**src/rtl/fifo_write_arbiter.sv**
```systemverilog
// fifo_write_arbiter
//   Round-robin arbiter that shares the single write port of a fifo among
//   NREQ valid/ready producers. A winner may hold the port for up to BURST
//   consecutive words so short packets land contiguously in the fifo.
//
// Ports
//   clk           single clock, rising edge
//   rstn          asynchronous active-low reset
//   req_valid     per-requester valid
//   req_data      requester i word at [i*WIDTH +: WIDTH]
//   req_ready     one-hot (or zero) take strobe back to the requesters
//   full          fifo full flag
//   write_enable  fifo write strobe
//   write_data    selected word, unmodified
//   grant_id      index of the selected requester (meaningful with write_enable)
//   accept_count  free-running count of accepted words, wraps at 16 bits
module fifo_write_arbiter #(
    parameter int WIDTH = 4,
    parameter int NREQ  = 4,
    parameter int BURST = 2
) (
    input  logic                      clk,
    input  logic                      rstn,
    input  logic [NREQ-1:0]           req_valid,
    input  logic [NREQ*WIDTH-1:0]     req_data,
    output logic [NREQ-1:0]           req_ready,
    input  logic                      full,
    output logic                      write_enable,
    output logic [WIDTH-1:0]          write_data,
    output logic [$clog2(NREQ)-1:0]   grant_id,
    output logic [15:0]               accept_count
);

    localparam int IW  = $clog2(NREQ);
    localparam int BW  = (BURST > 1) ? $clog2(BURST) : 1;
    localparam int BW1 = BW + 1;

    logic [IW-1:0]  last_grant;
    logic [IW-1:0]  sel;
    logic           have_sel;
    logic           locked;
    logic [BW-1:0]  burst_cnt;
    logic [BW-1:0]  burst_nxt;
    logic [BW:0]    tenure_n;

    // An open tenure only holds the port while its owner keeps asking.
    always_comb locked = (burst_cnt != '0) && req_valid[last_grant];

    // Rotating priority: start just after the last winner, wrap, end on it.
    always_comb begin
        int idx;
        idx      = 0;
        have_sel = locked;
        sel      = locked ? last_grant : '0;
        if (!locked) begin
            for (int k = 1; k <= NREQ; k++) begin
                idx = (int'(last_grant) + k) % NREQ;
                if (!have_sel && req_valid[idx[IW-1:0]]) begin
                    have_sel = 1'b1;
                    sel      = idx[IW-1:0];
                end
            end
        end
    end

    // Outputs are forced quiet while reset is asserted, independent of the
    // clock, so nothing reaches the fifo during an asynchronous reset.
    always_comb begin
        req_ready    = '0;
        write_enable = 1'b0;
        write_data   = '0;
        grant_id     = '0;
        if (rstn && have_sel) begin
            req_ready[sel] = !full;
            write_enable   = !full;
            write_data     = req_data[sel*WIDTH +: WIDTH];
            grant_id       = sel;
        end
    end

    // Words taken in this tenure including the current one; reaching BURST
    // closes the tenure so the next cycle arbitrates fresh.
    always_comb begin
        tenure_n  = locked ? ({1'b0, burst_cnt} + BW1'(1)) : BW1'(1);
        burst_nxt = (tenure_n == BW1'(BURST)) ? '0 : tenure_n[BW-1:0];
    end

    always_ff @(posedge clk or negedge rstn) begin
        if (!rstn) begin
            last_grant   <= IW'(NREQ - 1);
            burst_cnt    <= '0;
            accept_count <= '0;
        end else if (write_enable) begin
            last_grant   <= sel;
            burst_cnt    <= burst_nxt;
            accept_count <= accept_count + 16'd1;
        end else if ((burst_cnt != '0) && !req_valid[last_grant]) begin
            burst_cnt <= '0;
        end
    end

endmodule

```
**config.mk**
```make
export PLATFORM = sky130hd
export DESIGN_NAME = fifo_write_arbiter
export DESIGN_NICKNAME = d
export VERILOG_FILES = /design/src/rtl/fifo_write_arbiter.sv
export SDC_FILE = /design/constraint.sdc
export NUM_CORES = 1
export LEC_CHECK = 0
export ABC_AREA = 1
export BUFFER_PORTS_ARGS = -buffer_cell sky130_fd_sc_hd__buf_2
export CORE_ASPECT_RATIO = 0.75
export CORE_MARGIN = 1.5
export CORE_UTILIZATION = 54
export DETAILED_ROUTE_END_ITERATION = 10
export PLACE_DENSITY_LB_ADDON = 0.05
export SETUP_SLACK_MARGIN = 0.5
export SLEW_MARGIN = 20
export SYNTH_ARGS = -nofsm -noshare
export SYNTH_HDL_FRONTEND = slang
export SYNTH_SLANG_ARGS = --single-unit
```
**constraint.sdc**
```tcl
create_clock -name clk -period 5 [get_ports clk]
set_input_delay 0 -clock clk [delete_from_list [all_inputs] [get_ports clk]]
set_output_delay 0 -clock clk [all_outputs]
set_load 0.05 [all_outputs]
```
==> impl_metrics.env, run 1 <==
export IMPL_cpPeakStageDelay_ns=0.64
export IMPL_grt_usage=0.2221
export IMPL_rsz0062_at_grt="no"
export IMPL_ys_ff_latch=19
export IMPL_fmax_mhz=364.0
export IMPL_syn_area_um2=1484
export IMPL_synth_distinct_cells=27
export IMPL_synthCells=210
export IMPL_ys_seq_area_frac=0.3221
export IMPL_critPathMaxFanout=15
export IMPL_min_path_type="primary input to register"
export IMPL_diodes=0
export IMPL_status="complete, no violations"
export IMPL_hpwl_um=2610
export IMPL_yosys_top_cells_area="dfrtp_1 29%, nand2_1 16%, inv_1 6.3%"
export IMPL_synth_top_area_share=0.2867
export IMPL_wl_um=3210
export IMPL_maxSlewViolCount=0
export IMPL_clock_sinks=19
export IMPL_grt_pass1_vias=1317
export IMPL_synth_async_reset_ratio=1.000
export IMPL_htree_levels=1
export IMPL_core_um2=2603
export IMPL_synth_flop_cell="dfrtp_1"
export IMPL_ctsLongestPathBuffers=2
export IMPL_crit_path_top_delay_cell="dfstp_2"
export IMPL_die_w_um=63.53
export IMPL_clock_latency_ns=0.29
export IMPL_tns_ns=0
export IMPL_drive_gt1_frac=0.3027
export IMPL_cts_tree="done"
export IMPL_netlist_top_cell_by_area="dfrtp_1"
export IMPL_n_fill_cell=228
export IMPL_grt_pass1_wl_um=5561
export IMPL_cts_root_buf="clkbuf_4"
export IMPL_antenna_found_initial=0
export IMPL_hold_violations=0
export IMPL_setup_viol=0
export IMPL_vias_per_cell=4.912
export IMPL_cts_setup_buffers=0
export IMPL_synth_edf_count=0
export IMPL_placementRows=16
export IMPL_ios=50
export IMPL_period_needed_ns=2.747
export IMPL_synth_nets=234
export IMPL_cts_buffers=3
export IMPL_worst_pin_slew_ns=0.4724
export IMPL_period_share=0.5494
export IMPL_initial_core_util=0.5702
export IMPL_overflow=0
export IMPL_critPathArrivalTime_ns=2.75
export IMPL_final_cell_mix="63 x nand2_1, 49 x buf_2, 25 x inv_1"
export IMPL_drt_iter0_drc=92
export IMPL_port_buffers=49
export IMPL_maxCapViolations=0
export IMPL_setup_worst_path_end_class="output pin"
export IMPL_critPathKind="register to output pin"
export IMPL_chipHeight_um=48.40
export IMPL_nets=286
export IMPL_vias=1459
export IMPL_wl_per_cell_um=10.81
export IMPL_drt_pass1_iter_count=4
export IMPL_syn2layout_area_growth_pct=20.15
export IMPL_die_area_um2=3075
export IMPL_required_ns=5.00
export IMPL_path_cells="inv_4 > o21ai_0 > nand2_1 > o21ai_4 > nand3_2 > nand2_2 > nand2_2 > nand2_1 > nand2_2 > nand2_4 > inv_1 > nand2_1 > nand3_1 > o21ai_1 > buf_2"
export IMPL_antenna_left=0
export IMPL_worst_setup_path_start_kind="register"
export IMPL_path_clk_slew_ns=0.10
export IMPL_slew_headroom=0.6851
export IMPL_gp_congestion=0.9016
export IMPL_ys_warnings_count=0
export IMPL_drc=0
export IMPL_avgSynthCellArea_um2=7.066
export IMPL_grt_max_degree=21
export IMPL_mostFrequentLayoutCell="nand2_1"
export IMPL_clock_skew_ns=0.003884
==> metal layers <==
| metal | up-vias | GRT usage | routed length [um] |
|---|---|---|---|
| met5 | - | 0 | 0 |
| met4 | 0 | 0 | 0 |
| met3 | 0 | 0.06512 | 228 |
| met2 | 44 | 0.3474 | 1332 |
| met1 | 647 | 0.3268 | 1649 |
| li1 | 768 | - | - |
==> final timing paths <==
check	depth (start not counted)	from	end	slack, ns
worst max-delay path	15	last_grant[0]	write_data[2]	2.25
worst min-delay path	3	full	burst_cnt	0.08
worst max register to register	13	last_grant[0]	accept_count[11]	2.79
worst min register to register	1	accept_count[12]	accept_count[12]	0.51
max in group asynchronous	2	rstn	last_grant[1]	4.45
min in group asynchronous	2	rstn	accept_count[1]	0.20
==> critical path: cells and delay by family (launching register included) <==
| family | cells | cell delay [ns] |
|---|---|---|
| and+or+nand+nor | 9 | 0.85 |
| DFF | 1 | 0.64 |
| buffers and inverters | 3 | 0.48 |
| AOI/OAI and AO/OA | 3 | 0.48 |
==> state kept, by name, summed over array words and instances (netlist names) <==
name / cells
last_grant: 2
burst_cnt: 1
accept_count: 16
==> Yosys cell counts (2+ instances only) <==
master and count:
nand2_1 63, inv_1 25, dfrtp_1 17, nand3_1 15
nor2_1 14, o21ai_0 10, nand2_2 9, xor2_1 9
o21ai_1 7, nand4_1 6, xnor2_1 6, inv_2 3
nand2_4 3, nand3_2 3, buf_6 2, dfstp_2 2
nand3b_1 2, nand4_2 2, nor2_2 2, nor3_1 2
nor4_1 2
==> per-stage QoR <==
stage / area [um2] / setup slack [ns] / hold WS (ns) / util / std cells
CTS: 1783 / 2.255 / 0.06828 / 0.6851 / 297
floorplan: 1484 / 1.990 / -0.2956 / - / 210
global route: 1783 / 2.011 / 0.08373 / 0.6851 / 297
detailed placement: 1747 / 2.610 / -0.01905 / 0.6712 / 292
global placement: 1747 / 2.589 / -0.01877 / 0.6712 / 292
finish: 1783 / 2.253 / 0.07562 / 0.6851 / 297
==> what timing repair did <==
action | CTS | global route
endpoints found under the setup margin | 0 | 0
gates resized for setup | 0 | 0
hold buffers | 1 | 0
hold endpoints to repair | 19 | 0
==> kinds of logic (layout without fill, tap and decap cells) <==
| logic type | after synthesis | count (layout) | synth area share |
|---|---|---|---|
| buffers and inverters | 32 | 83 | 0.09359 |
| xor gates and xnor gates | 15 | 15 | 0.08854 |
| DFF | 19 | 19 | 0.3221 |
| and+or+nand+nor | 124 | 124 | 0.4157 |
| AOI/OAI and AO/OA | 19 | 19 | 0.07167 |
| adders and majority gates | 1 | 1 | 0.008430 |
==> final cells by class <==
class | instances | area (um2) | share of cell area
Multi-Input combinational cell | 159 | 867.1 | 0.4863
Sequential cell | 19 | 478.0 | 0.2681
Timing Repair Buffer | 50 | 255.2 | 0.1432
Inverter | 29 | 111.4 | 0.06246
Tap cell | 36 | 45.04 | 0.02526
Clock buffer | 4 | 26.28 | 0.01474
Power of run 1 is not shown: default switching activity piles up to over one toggle a cycle in this logic, so the estimate is an artifact.
==> run 2: changes to the inputs <==
CORE_UTILIZATION = 50   (was 54)
clock period = 2.83 ns   (was 5 ns; I/O delays follow)
==> run 2 against run 1 <==
Net effect:
- via count up 22%
- sequential cell count unchanged
- setup slack lost 1.9 ns
- die area up 7.6%
- wire length up 61%
==> impl_metrics.env, run 2 (synthesized netlist as in run 1, its figures left out) <==
export IMPL_reg_top3="accept_count: 16 flops, last_grant: 2 flops, burst_cnt: 1 flops"
export IMPL_grt_max_degree=18
export IMPL_vias_per_cell=5.392
export IMPL_grt_pass1_vias=1511
export IMPL_port_buffers=49
export IMPL_nets=318
export IMPL_slew_headroom=0.4504
export IMPL_placementRows=16
export IMPL_rr_startpoint="last_grant[0]"
export IMPL_mostFrequentLayoutCell="nand2_1"
export IMPL_min_path_type="primary input to register"
export IMPL_setup_viol=0
export IMPL_critPathKind="register to output pin"
export IMPL_drt_pass1_iter_count=4
export IMPL_path_clk_slew_ns=0.07
export IMPL_dpl_cell_count=292
export IMPL_period_share=0.8863
export IMPL_worst_pin_slew_ns=0.8216
export IMPL_ios=50
export IMPL_multi_input_area_um2=1111
export IMPL_htree_levels=1
export IMPL_worst_r2r_path_depth=16
export IMPL_clock_skew_ns=0.002968
export IMPL_reg2reg_to="accept_count[11]"
export IMPL_vias=1774
export IMPL_layoutNonFillerInstCount=329
export IMPL_whs_endpoint="last_grant[1]"
export IMPL_wl_per_cell_um=15.72
export IMPL_drive_gt1_frac=0.5222
export IMPL_tns_ns=0
export IMPL_drt_iter0_drc=197
export IMPL_drc=0
export IMPL_fmax_mhz=398.7
export IMPL_initial_core_util=0.5450
export IMPL_core_um2=2723
export IMPL_die_area_um2=3307
export IMPL_ctsLongestPathBuffers=2
export IMPL_min_delay_start="full"
export IMPL_antenna_left=0
export IMPL_maxCapViolations=0
export IMPL_worst_setup_path_start_kind="register"
export IMPL_gp_congestion=0.9219
export IMPL_largest_reg_flops=16
export IMPL_die_w_um=65.91
export IMPL_clock_sinks=19
export IMPL_cts_buffers=3
export IMPL_antenna_found_initial=0
export IMPL_clock_latency_ns=0.26
export IMPL_worstHoldPathCells=4
export IMPL_setup_worst_path_end_class="output pin"
export IMPL_cts_root_buf="clkbuf_8"
export IMPL_overflow=0
export IMPL_maxSlewViolCount=0
export IMPL_final_cell_mix="47 x nand2_1, 40 x buf_2, 25 x buf_4"
export IMPL_hpwl_um=2679
export IMPL_ff2ff_setup_slack_ns=0.48
export IMPL_ff_latch_area_um2=478.0
export IMPL_critPathArrivalTime_ns=2.51
export IMPL_syn2layout_area_growth_pct=62.06
export IMPL_grt_pass1_wl_um=6996
export IMPL_period_needed_ns=2.508
export IMPL_required_ns=2.83
export IMPL_cts_tree="done"
export IMPL_grt_usage=0.2742
export IMPL_regMostFlops="accept_count"
export IMPL_n_fill_cell=121
export IMPL_status="complete, no violations"
export IMPL_diodes=0
export IMPL_wl_um=5172
export IMPL_chipHeight_um=50.18
export IMPL_hold_violations=0
export IMPL_critPathMaxFanout=7
export IMPL_rsz0062_at_grt="yes"
run 2: changes by cell type in the layout (fill, tap and decap cells not counted), sizes merged:
cell,previous run,this run
buf,49,80
clkinv,0,1
dlygate4sd3,1,2
inv,29,28
run 2: through the flow:
| stage | setup slack, ns | cell area (um2) | hold WS, ns | util |
|---|---|---|---|---|
| 6_report | 0.3217 | 2405 | 0.1394 | 0.8833 |
| 3_5_place_dp | 0.4719 | 1789 | -0.02125 | 0.6572 |
| 5_1_grt | 0.1839 | 2405 | 0.1486 | 0.8833 |
| 2_1_floorplan | 0.4254 | 1526 | -0.2956 | - |
| 3_3_place_gp | 0.4113 | 1789 | -0.01991 | 0.6572 |
| 4_1_cts | 0.4794 | 2138 | 0.08717 | 0.7854 |
run 2: layer usage:
metal	global-route usage	share of wire
met1	0.3903	0.41
met2	0.4158	0.47
met3	0.08520	0.082
met4	0.04514	0.034
met5	0	0
run 2: critical path, stage by stage (launching register included):
cell	delay, ns
dfstp_2	0.65
clkinv_4	0.12
nand2_4	0.08
nand2_4	0.06
nand2_2	0.09
nand2_2	0.07
nand2_4	0.11
nand3_2	0.07
nand2_2	0.11
nand2_4	0.07
nand2_2	0.10
nand2_4	0.08
nand2_8	0.09
buf_8	0.13
o21ai_2	0.06
o21ai_2	0.16
buf_6	0.18
run 2: layout make-up:
cell class	instances	share of cell area
Tap cell	36	0.01873
Clock buffer	4	0.01873
Timing Repair Buffer	82	0.2503
Inverter	29	0.05151
Sequential cell	19	0.1988
Multi-Input combinational cell	159	0.4620
run 2: worst max-delay path by stage:
stage,startpoint,slack (ns),end,depth (start not counted)
floorplan,last_grant[0],0.43,write_data[1],13
global route,last_grant[1],0.18,write_data[1],17
finish,last_grant[1],0.32,write_data[1],16
global placement,last_grant[0],0.41,write_data[2],15
CTS,last_grant[0],0.48,req_ready[0],16
detailed placement,last_grant[0],0.47,write_data[2],15
run 2: repair_timing:
item | CTS | global route
pin swaps | 11 | 21
hold endpoints to repair | 17 | 0
setup buffers | 17 | 14
gates resized for setup | 41 | 46
gates cloned | 0 | 0
setup endpoints to repair | 9 | 12
hold buffers | 2 | 0
Power of run 2 is left out for the same reason.
==> run 3: changes to the inputs <==
PLACE_DENSITY = 0.87   (was not set)
PLACE_DENSITY_LB_ADDON = not set   (was 0.05)
clock period = 2.8 ns   (was 2.83 ns; I/O delays follow)
==> run 3 against run 2 <==
Net effect:
- core utilization grew 2.8 points
- global-route usage grew 3.0 points
- critical path type unchanged
- via count grew 15%
- clock skew grew 0.0018 ns
- sequential share of layout area shrank 0.60 points
==> impl_metrics.env, run 3 (synthesized netlist as in run 1, its figures left out) <==
export IMPL_layoutNonFillerInstCount=327
export IMPL_overflow=0
export IMPL_worstHoldPathCells=4
export IMPL_wl_met2_um=3191
export IMPL_drive_gt1_frac=0.5361
export IMPL_dpl_cell_count=292
export IMPL_maxCapViolations=0
export IMPL_ff_latch_area_um2=478.0
export IMPL_n_fill_cell=92
export IMPL_cts_root_buf="clkbuf_8"
export IMPL_setup_viol=0
export IMPL_worst_setup_path_start_kind="register"
export IMPL_grt_pass1_vias=1685
export IMPL_critPathBufInv=3
export IMPL_die_area_um2=3307
export IMPL_antenna_left=0
export IMPL_vias_per_cell=6.245
export IMPL_syn2layout_area_growth_pct=67.12
export IMPL_period_needed_ns=2.619
export IMPL_wl_um=6855
export IMPL_grt_usage=0.3039
export IMPL_drt_met1_wl_um=2539
export IMPL_port_buffers=49
export IMPL_ctsLongestPathBuffers=2
export IMPL_drt_pass1_iter_count=5
export IMPL_clock_latency_ns=0.26
export IMPL_final_area_um2=2480
export IMPL_chipHeight_um=50.18
export IMPL_grt_pass1_wl_um=7569
export IMPL_cpPeakStageDelay_ns=0.61
export IMPL_cts_buffers=3
export IMPL_slew_headroom=0.6888
export IMPL_reg2reg_to="accept_count[12]"
export IMPL_dpl_cell_area_um2=1792
export IMPL_top_layer_used="met4"
export IMPL_grt_max_degree=21
export IMPL_hpwl_um=2618
export IMPL_tns_ns=0
export IMPL_drt_iter0_drc=279
export IMPL_wl_per_cell_um=20.96
export IMPL_status="complete, no violations"
export IMPL_largest_reg_flops=16
export IMPL_antenna_found_initial=0
export IMPL_drc=0
export IMPL_whs_endpoint="accept_count[15]"
export IMPL_hold_violations=0
export IMPL_vias=2042
export IMPL_worst_r2r_path_depth=14
export IMPL_rr_startpoint="last_grant[0]"
export IMPL_required_ns=2.80
export IMPL_placementRows=16
export IMPL_min_path_type="primary input to register"
export IMPL_wl_met3_um=671
export IMPL_period_share=0.9353
export IMPL_path_cells="clkinvlp_4 > nand2_1 > nand2_4 > nand2_2 > nand2_2 > nand2_4 > nand2_2 > nand2_1 > nand3_1 > nand2_2 > nand2_4 > nand2_4 > buf_4 > nand3_2 > a21oi_2 > buf_6"
export IMPL_ff2ff_setup_slack_ns=0.27
export IMPL_critPathArrivalTime_ns=2.62
export IMPL_reg_top3="accept_count: 16 flops, last_grant: 2 flops, burst_cnt: 1 flops"
export IMPL_clock_sinks=19
export IMPL_nets=316
export IMPL_rsz0062_at_grt="yes"
export IMPL_die_w_um=65.91
export IMPL_core_um2=2723
export IMPL_critPathMaxFanout=7
export IMPL_maxSlewViolCount=0
export IMPL_regMostFlops="accept_count"
export IMPL_mostFrequentLayoutCell="nand2_1"
export IMPL_fmax_mhz=381.9
export IMPL_worst_pin_slew_ns=0.4668
export IMPL_htree_levels=1
export IMPL_diodes=0
export IMPL_path_delay_family="simple AND/OR/NAND/NOR gates"
export IMPL_clock_skew_ns=0.004756
export IMPL_crit_path_top_delay_cell="dfstp_2"
export IMPL_final_cell_mix="47 x nand2_1, 38 x buf_2, 23 x inv_1"
export IMPL_initial_core_util=0.5450
export IMPL_multi_input_area_um2=1202
export IMPL_min_delay_start="full"
export IMPL_critPathKind="register to output pin"
export IMPL_gp_congestion=0.8673
export IMPL_cts_tree="done"
export IMPL_path_clk_slew_ns=0.07
export IMPL_setup_worst_path_end_class="output pin"
export IMPL_ios=50
-- run 3: metrics by stage --
step / hold WS, ns / utilization / worst slack, ns
2_1_floorplan: -0.2956 / - / 0.3954
3_3_place_gp: -0.02619 / 0.6581 / 0.4047
3_5_place_dp: -0.02552 / 0.6581 / 0.4230
4_1_cts: 0.1053 / 0.8194 / 0.4438
5_1_grt: 0.1829 / 0.9108 / 0.1319
6_report: 0.1632 / 0.9108 / 0.1812
-- run 3: worst max-delay path by stage --
stage	from	end	slack (ns)	depth (start not counted)
finish	last_grant[0]	write_data[0]	0.18	16
global route	last_grant[0]	write_data[2]	0.13	17
CTS	last_grant[0]	write_data[2]	0.44	17
detailed placement	last_grant[0]	write_data[3]	0.42	15
global placement	last_grant[0]	write_data[3]	0.40	15
floorplan	last_grant[0]	write_data[1]	0.40	13
-- run 3: worst min-delay path: cells and delay by family --
kind / cells / cell delay (ns)
simple gates: 1 / 0.07
buf+inv: 2 / 0.23
compound gates: 1 / 0.07
-- run 3: routing by layer --
metal	GRT usage	up-vias
li1	-	835
met2	0.5219	213
met4	0.09375	0
met3	0.06951	53
met5	0	-
met1	0.3801	941
-- run 3: final cells by class --
cell class,count,area share
clock buffers,3,0.01665
clock inverters,1,0.002018
inverters,29,0.05298
multi-input cells,160,0.4849
flip-flops and latches,19,0.1927
well taps,36,0.01816
repair buffers,78,0.2296
repair inverters,1,0.003027
-- run 3: what timing repair did --
| item | 4_1_cts | 5_1_grt |
|---|---|---|
| setup buffers | 18 | 10 |
| gates resized for setup | 62 | 44 |
| cloned | 2 | 0 |
| hold buffers | 1 | 0 |
| pin swaps | 18 | 7 |
| hold endpoints to repair | 17 | 0 |
| setup endpoints to repair | 9 | 17 |
Power of run 3 is left out for the same reason.
